## config.mk

```make
export PLATFORM = sky130hd
export DESIGN_NAME = decimator_mc
export DESIGN_NICKNAME = d
export VERILOG_FILES = /design/src/rtl/decimator_mc.sv
export SDC_FILE = /design/constraint.sdc
export NUM_CORES = 1
export LEC_CHECK = 0
export CAP_MARGIN = 5
export CORE_ASPECT_RATIO = 0.7
export CORE_UTILIZATION = 42
export DETAILED_ROUTE_END_ITERATION = 8
export PLACE_DENSITY = 0.82
export SYNTH_ARGS = -nofsm -noshare
export SYNTH_HDL_FRONTEND = slang
export SYNTH_SLANG_ARGS = --single-unit
```

## constraint.sdc

```tcl
create_clock -name clk -period 2 [get_ports clk]
set_input_delay 0.2 -clock clk [delete_from_list [all_inputs] [get_ports clk]]
set_output_delay 0.2 -clock clk [all_outputs]
set_load 0.005 [all_outputs]
```

## src/rtl/decimator_mc.sv

```systemverilog
// ---------------------------------------------------------------------------
// decimator_mc
//
// Purpose:
//   Multi-channel, single-clock decimator sitting between the integrator and
//   comb sections of a CIC chain. One sample in every R accepted samples is
//   kept and announced with a one-cycle out_valid strobe. All channels share
//   one decimation phase. R is picked up from rate_i only at frame starts.
//   No derived clock is produced; downstream logic uses out_valid as an
//   enable.
//
// Ports:
//   clk        system clock
//   rstn       asynchronous, active-low reset
//   rate_i     requested decimation rate (legal range 1..MAX_RATE)
//   clr        synchronous frame restart; wins over in_valid
//   in_valid   in_data carries a sample this cycle
//   in_data    packed samples, channel k at [k*WIDTH +: WIDTH]
//   out_valid  one-cycle strobe marking a new decimated sample
//   out_data   captured samples, same packing, held between strobes
//   rate_err   sticky flag, set when an illegal rate is sampled
// ---------------------------------------------------------------------------
module decimator_mc #(
  parameter int WIDTH    = 16,
  parameter int CHANNELS = 1,
  parameter int MAX_RATE = 64,
  parameter int RATE_W   = $clog2(MAX_RATE + 1)
) (
  input  logic                      clk,
  input  logic                      rstn,
  input  logic [RATE_W-1:0]         rate_i,
  input  logic                      clr,
  input  logic                      in_valid,
  input  logic [CHANNELS*WIDTH-1:0] in_data,
  output logic                      out_valid,
  output logic [CHANNELS*WIDTH-1:0] out_data,
  output logic                      rate_err
);

  localparam int                DW    = CHANNELS * WIDTH;
  localparam logic [RATE_W-1:0] MAX_R = RATE_W'(MAX_RATE);
  localparam logic [RATE_W-1:0] ONE   = RATE_W'(1);

  logic [RATE_W-1:0] r_cnt;
  logic [RATE_W-1:0] r_rate_q;
  logic              r_out_valid;
  logic [DW-1:0]     r_out_data;
  logic              r_rate_err;

  logic [RATE_W-1:0] w_rate_san;
  logic              w_rate_bad;
  logic [RATE_W-1:0] w_cnt_last;
  logic              w_frame_start;

  // Clamp the requested rate into 1..MAX_RATE; an out-of-range request is
  // still usable but is flagged so software can notice the misconfiguration.
  always_comb begin
    w_rate_san = rate_i;
    w_rate_bad = 1'b0;
    if (rate_i == '0) begin
      w_rate_san = ONE;
      w_rate_bad = 1'b1;
    end else if (rate_i > MAX_R) begin
      w_rate_san = MAX_R;
      w_rate_bad = 1'b1;
    end
  end

  // Last phase of the active frame; rate_q is never 0 so this cannot wrap.
  assign w_cnt_last    = r_rate_q - ONE;
  assign w_frame_start = (r_cnt == '0);

  // Phase counter, active rate, capture register and sticky error.
  // clr takes priority over a coincident sample, which is simply dropped.
  // Idle cycles hold all state so gaps never advance the phase.
  always_ff @(posedge clk or negedge rstn) begin
    if (!rstn) begin
      r_cnt       <= '0;
      r_rate_q    <= MAX_R;
      r_out_valid <= 1'b0;
      r_out_data  <= '0;
      r_rate_err  <= 1'b0;
    end else if (clr) begin
      r_cnt       <= '0;
      r_out_valid <= 1'b0;
    end else if (in_valid) begin
      if (w_frame_start) begin
        r_rate_q    <= w_rate_san;
        r_out_data  <= in_data;
        r_out_valid <= 1'b1;
        // With R=1 every sample is a frame start, so the phase stays at 0.
        r_cnt       <= (w_rate_san == ONE) ? '0 : ONE;
        if (w_rate_bad) begin
          r_rate_err <= 1'b1;
        end
      end else begin
        r_out_valid <= 1'b0;
        r_cnt       <= (r_cnt == w_cnt_last) ? '0 : r_cnt + ONE;
      end
    end else begin
      r_out_valid <= 1'b0;
    end
  end

  assign out_valid = r_out_valid;
  assign out_data  = r_out_data;
  assign rate_err  = r_rate_err;

endmodule
```

==> flow_summary_export.csv <==
group,metric,value,unit
sta,fin_setup_tns,-433,ps
synth,yosysTopAreaCellShare,0.486,
grt,grt.busiest_layer,"met2",
synth,syn_nets,203,
clocking,cts_tree,"built",
synth,synth.area.top_cells,"dfrtp_1, nand2_1, xnor2_1",
critical_path,setup.worst_path.end_class,"register",
critical_path,startpoint_type,"register",
grt,gr-usage-met1,0.292,
pwr,pwr_density_cell,881,nW/um^2
synth,ys_seq_area_frac,0.502,
grt,grt_pass1_wl,6040,um
placed_design,place.detailed.hpwl,2710,um
sta,grt_setup_unrepaired,"true",
critical_path,reg2reg_depth,8,
layout,final-seq-area,802,um^2
sta,slew-limit-headroom,0.732,
grt,grt_pass1_vias,1293,
die,row_count,18,
critical_path,crit_top_cell,"a21o_1",
clocking,clk_pin_slew,60,ps
grt,grt_max_degree,33,
synth,synth_cell_types,38,
grt,grtUsageTotal,0.211,
sta,worst_slack,-132,ps
clocking,cts-root-buf,"clkbuf_8",
critical_path,crit_path_max_incr_delay,380,ps
sta,setup_violations,6,
critical_path,critical_path.max_fanout,4,
clocking,cts_buffer_depth,2,
layout,n_fill_cell,272,
critical_path,crit_type,"register to register",
synth,syn_area_per_cell,9.23,um^2
layout,area_delta_synth_final,48.6,%
die,die_y,53.6,um
route,remaining_drc_errors,0,
route,wire_per_inst,13.4,um
sta,fmax,469,MHz
critical_path,crit_chain,"inv_2 > ha_4 > or3b_4 > a211oi_2 > nand4b_2 > o31a_1 > a21o_1 > a21o_1",
grt,antenna_found_initial,0,
die,core-area,3580,um^2
synth,synth_edf_count,0,
synth,async_reset_ff_frac,1.00,
hold_path,hold_class,"input port to asynchronous set/reset pin",
die,die_area,4060,um^2
route,viasPerCell,4.99,
pwr,p_leak,1.12,nW
critical_path,critPathArrivalTime,2300,ps
clocking,cts_buffers,5,
pwr,vdd_ir_drop_max,0.000553,V
route,wirelength,3870,um
route,vias,1446,
clocking,h-tree-depth,2,
layout,antenna_cells,0,
critical_path,critical-path-slowest-cell,"dfrtp_1",
sta,tightest_slew,402,ps
synth,synth_flop_cell,"dfrtp_1",
critical_path,ff2ff_setup_slack,-130,ps
synth,yosys_warnings,0,
sta,min_period,2130,ps
sta,final.setup_skew,2.95,ps
die,ios,45,
die,floorplan.initialDensity,0.446,
layout,final_common_cell,"nand2_1",
synth,synth_area_leader_cell,"dfrtp_1",
sta,hold_viol,0,
clocking,clkSinkCount,32,
layout,layout.nets,269,
pwr,p_total,2.09,mW
critical_path,timing.rr.end,"r_cnt[6]",
grt,overflow,0,
synth,synth_cells,173,
route,ant_nets,0,
flow_run,max_cap_viol_count,0,
layout,layout-drive-gt1-share,0.192,
route,drt_iter0_drc,99,
outcome,violations,"negative setup slack",
die,die_w,75.7,um
synth,syn-cell-area,1600,um^2
critical_path,r2r_start,"r_rate_q[1]",
sta,fin_crit_sh,1.07,
clocking,clk_latency,280,ps
layout,multi_input_area,790,um^2
route,drt_first_pass_iters,4,
sta,slew_violations,0,
placed_design,globalplace.congestion,0.920,
grt,grt_util_met3,0.0674,
critical_path,crit_required,2170,ps
placed_design,io_buffers,44,
synth,ys_seq_elements,32,
grt,grt_util_met2,0.308,
layout,most-common-layout-cells,"nand2_1, clkdlybuf4s50_1, dfrtp_1",
outcome,status,"complete, but fails checks",
-- routing by layer --
metal  vias to the layer above  wire (um)
met5                         -          0
li1                        702          -
met3                         6        343
met1                       665       1710
met4                         0         65
met2                        73       1750
-- report_power, final --
group,leakage [nW],internal [mW],switching (mW)
logic,0.670,0.430,0.311
clock network,0.0455,0.280,0.218
registers,0.406,0.772,0.0794
-- how the worst max path moves through the flow --
stage / end / cells after the start / start
2_1_floorplan: r_cnt[6] / 8 / r_rate_q[0]
3_3_place_gp: r_cnt[4] / 8 / r_rate_q[1]
3_5_place_dp: r_cnt[4] / 8 / r_rate_q[1]
4_1_cts: r_cnt[2] / 9 / r_rate_q[1]
5_1_grt: r_cnt[6] / 8 / r_rate_q[0]
6_report: r_cnt[6] / 8 / r_rate_q[1]
-- flip-flops by register name, indices dropped and copies added, names as in the netlist --
name / flops
rate_err: 1
out_valid: 1
out_data: 16
r_rate_q: 7
r_cnt: 7
-- worst max-delay path, delay by kind of cell (launching register included) --
family / cells / cell delay (ps)
compound gates: 4 / 900
fa+ha+maj: 1 / 140
buf+inv: 1 / 80
flops: 1 / 380
simple gates: 2 / 540
-- through the flow --
| stage | util | cell area, um^2 | hold WS (ps) | worst slack [ps] | instances |
|---|---|---|---|---|---|
| after floorplan | - | 1600 | -95.6 | -92.0 | 173 |
| after global placement | 0.610 | 2180 | 448 | -103 | 276 |
| after detailed placement | 0.610 | 2180 | 446 | -227 | 276 |
| after CTS | 0.646 | 2310 | 336 | -210 | 288 |
| after global routing | 0.662 | 2370 | 371 | -212 | 290 |
| final | 0.662 | 2370 | 321 | -132 | 290 |
-- final cells by class --
class | instances | share of cell area
Multi-Input combinational cell | 128 | 0.333
Inverter | 7 | 0.0111
Timing Repair Buffer | 65 | 0.254
Sequential cell | 32 | 0.338
Clock buffer | 8 | 0.0380
Tap cell | 50 | 0.0264
-- cells by family (layout without fill, tap and decap cells) --
family,Yosys count,count (layout),share of synthesized area
buffers and inverters,13,80,0.0337
multiplexers,2,2,0.0133
flip-flops,32,32,0.502
adder cells (fa/ha/maj),3,3,0.0235
AND/OR/NAND/NOR,87,87,0.253
AO/OA/AOI/OAI,26,26,0.119
XOR/XNOR,10,10,0.0549
-- cell usage after synthesis (2+ instances only) --
library cell / n
buf_2: 4
xnor2_1: 6
or3b_1: 2
a21oi_1: 4
a21o_1: 4
nor3_1: 3
nand2b_1: 4
a22o_2: 2
nand3_1: 3
inv_1: 6
nor2_1: 7
o22ai_1: 3
nand2_1: 56
nand3b_1: 3
xor2_1: 4
dfrtp_1: 31
ha_1: 3
o21ai_0: 7
clkbuf_1: 2
-- repair_timing --
item                                    in CTS  in global routing
hold buffers                                 0                  0
setup buffers                                4                  2
pin swaps                                    6                  3
gates resized for setup                      3                 11
endpoints found under the setup margin       7                 23
Note: power is estimated with default switching activity, not from simulation.
==> RTL edit (config.mk and constraints unchanged) <==
Register the inputs `rate_i`, `clr`, `in_valid` and `in_data` before use, without a reset. The logic sees them one clock later. Comments in the files are not updated.
--- a/src/rtl/decimator_mc.sv
+++ b/src/rtl/decimator_mc.sv
@@ -41,6 +41,18 @@
   localparam logic [RATE_W-1:0] MAX_R = RATE_W'(MAX_RATE);
   localparam logic [RATE_W-1:0] ONE   = RATE_W'(1);
 
+  logic [RATE_W-1:0] rate_r;
+  logic clr_q;
+  logic in_valid_q;
+  logic [CHANNELS*WIDTH-1:0] in_data_q;
+
+  always_ff @(posedge clk) begin
+    rate_r     <= rate_i;
+    clr_q      <= clr;
+    in_valid_q <= in_valid;
+    in_data_q  <= in_data;
+  end
+
   logic [RATE_W-1:0] r_cnt;
   logic [RATE_W-1:0] r_rate_q;
   logic              r_out_valid;
@@ -55,12 +67,12 @@
   // Clamp the requested rate into 1..MAX_RATE; an out-of-range request is
   // still usable but is flagged so software can notice the misconfiguration.
   always_comb begin
-    w_rate_san = rate_i;
+    w_rate_san = rate_r;
     w_rate_bad = 1'b0;
-    if (rate_i == '0) begin
+    if (rate_r == '0) begin
       w_rate_san = ONE;
       w_rate_bad = 1'b1;
-    end else if (rate_i > MAX_R) begin
+    end else if (rate_r > MAX_R) begin
       w_rate_san = MAX_R;
       w_rate_bad = 1'b1;
     end
@@ -80,13 +92,13 @@
       r_out_valid <= 1'b0;
       r_out_data  <= '0;
       r_rate_err  <= 1'b0;
-    end else if (clr) begin
+    end else if (clr_q) begin
       r_cnt       <= '0;
       r_out_valid <= 1'b0;
-    end else if (in_valid) begin
+    end else if (in_valid_q) begin
       if (w_frame_start) begin
         r_rate_q    <= w_rate_san;
-        r_out_data  <= in_data;
+        r_out_data  <= in_data_q;
         r_out_valid <= 1'b1;
         // With R=1 every sample is a frame start, so the phase stays at 0.
         r_cnt       <= (w_rate_san == ONE) ? '0 : ONE;
Behaviour: not the same (a bounded check fails within 4 cycles, from zero or initial values and one cycle with rstn low).
==> RTL edit against the unedited design <==
Synthesized area is 36% higher. Worst setup slack better by 0.16 ns. Clock power increased by 88%. Non-clock buffer count decreased by 4. Sequential cell count up 25. Sequential power rose by 60%. Critical endpoint is now r_cnt[1]. Worst hold slack worse by 0.063 ns. Routed wire length up 19%. Critical path type unchanged. Combinational power fell by 3.9%. Final area increased by 28%. Total power increased by 44%. Synthesized cell count up 25%.
==> RTL edit: results (changes against the unedited design) <==
logic_synthesis:
  ys_seq_area_share_pct: 60.0  # was 50.2%
  ys_top_cells_by_count: "nand2_1 (61), dfrtp_1 (31), dfxtp_1 (25)"  # was nand2_1 (56), dfrtp_1 (31), nor2_1 (7), o21ai_0 (7)
  syn_inst: 216  # was 173
  synth_cell_types: 43  # was 38
  yosysWarnings: 0  # unchanged
  synthFlopType: "dfrtp_1"  # unchanged
  syn_nets: 246  # was 203
  synthTopCellsByArea: "dfrtp_1 (36%), dfxtp_1 (23%), nand2_1 (11%)"  # was dfrtp_1 (49%), nand2_1 (13%), xnor2_1 (3.3%)
  async_flop_share_pct: 56.1  # was 100%
pwr:
  peakVddDrop_mv: 0.736  # was 0.553 mV
  power_leakage_nw: 1.38  # was 1.12 nW
worst_setup_path:
  arrival_ns: 2.19  # was 2.30 ns
  worstPathMaxFanout: 5  # was 4
  worstRegToRegCells: 7  # was 8
placement:
  placement.cell_area_sq_um: 2790  # was 2180 sq um
  routabilityCongestion: 0.827  # was 0.920
  dp_slack_ns: -0.0437  # was -0.227 ns
  io_buffers: 44  # unchanged
  dp.cells: 335  # was 276
  hpwl_um: 3160  # was 2710 um
timing:
  relSlewSlack_pct: 72.1  # was 73.2%
  skew_ns: 0.00711  # was 0.00295 ns
clock_network:
  htreeDepth: 3  # was 2
  cts.reportedPaths.clkPinSlew_ns: 0.06  # about the same
  cts_buffer_depth: 2  # unchanged
  clock_latency_ns: 0.34  # was 0.28 ns
  root_buffer: "clkbuf_8"  # unchanged
  numCtsBuffers: 9  # was 5
drt:
  drt-initial-drc-count: 95  # was 99
  wl_per_cell_um: 13.1  # was 13.4 um
  avgViaCountPerCell: 4.80  # was 4.99
  dr.pass1.iters: 4  # unchanged
hold_path:
  hp-class: "in -> async"  # unchanged
global_route:
  grt_max_degree: 33  # unchanged
  grtUsageTotal_pct: 18.5  # was 21.1%
  grt_pass1_wl_um: 7300  # was 6040 um
  grt_pass1_vias: 1604  # was 1293
  antenna_found_initial: 0  # unchanged
final_layout:
  finalNonFillerCells: 354  # was 290
  antenna_cells: 0  # unchanged
  nets: 310  # was 269
  drive_above_1_share_pct: 17.2  # was 19.2%
outcome:
  status: "finished clean"  # was complete, but fails checks
[RTL edit: what timing repair did]
action | in CTS | in global routing
pin swaps | 3 | 6
setup buffers | 0 | 2
setup endpoints to repair | 12 | 21
gates cloned | 0 | 1
hold buffers | 0 | 0
resized for setup | 3 | 10
[RTL edit: metal layers]
metal	wire (um)	vias to the layer above	GRT usage, %
met2	2140	61	26.6
met1	2100	792	22.8
met4	89	0	9.84
met3	303	9	8.91
met5	0	-	0
li1	-	836	-
[RTL edit: path summary, 6_finish.rpt]
check,startpoint,to,slack [ns]
min,rstn,r_cnt[6],0.26
max in group asynchronous,rstn,r_rate_q[6],1.42
min reg2reg,in_data_q[8],out_data[8],0.41
max reg2reg,r_rate_q[0],r_cnt[1],0.03
min in group clk,rate_i[4],rate_r[4],0.30
max,r_rate_q[0],r_cnt[1],0.03
[RTL edit: cells by family after synthesis]
kind of cell               share of synthesized area (%)
and+or+nand+nor                                     20.9
DFF                                                 60.0
AOI/OAI and AO/OA                                   8.99
buffers and inverters                               3.57
xor gates and xnor gates                            4.32
adders and majority gates                           1.73
muxes                                              0.519
[RTL edit: worst max-delay path, stage by stage, from the launching register on]
cell and delay (ns):
dfrtp_1 0.39, inv_2 0.08, ha_4 0.14, or3b_4 0.38, a211oi_2 0.20, o211a_1 0.28
a31oi_4 0.15, a22o_1 0.24
[RTL edit: power breakdown]
group | leakage (nW) | switching [mW] | internal [mW]
Sequential | 0.617 | 0.0775 | 1.28
Clock | 0.0867 | 0.419 | 0.515
Combinational | 0.673 | 0.306 | 0.407
Total | 1.38 | 0.803 | 2.20
[RTL edit: area by class of cell]
type,count,area [sq um]
Clock buffer,14,163
Multi-Input combinational cell,141,860
Fill cell,383,1820
Sequential cell,57,1300
Timing Repair Buffer,61,581
Inverter,10,40.0
Tap cell,69,86.3
Clock inverter,2,12.5
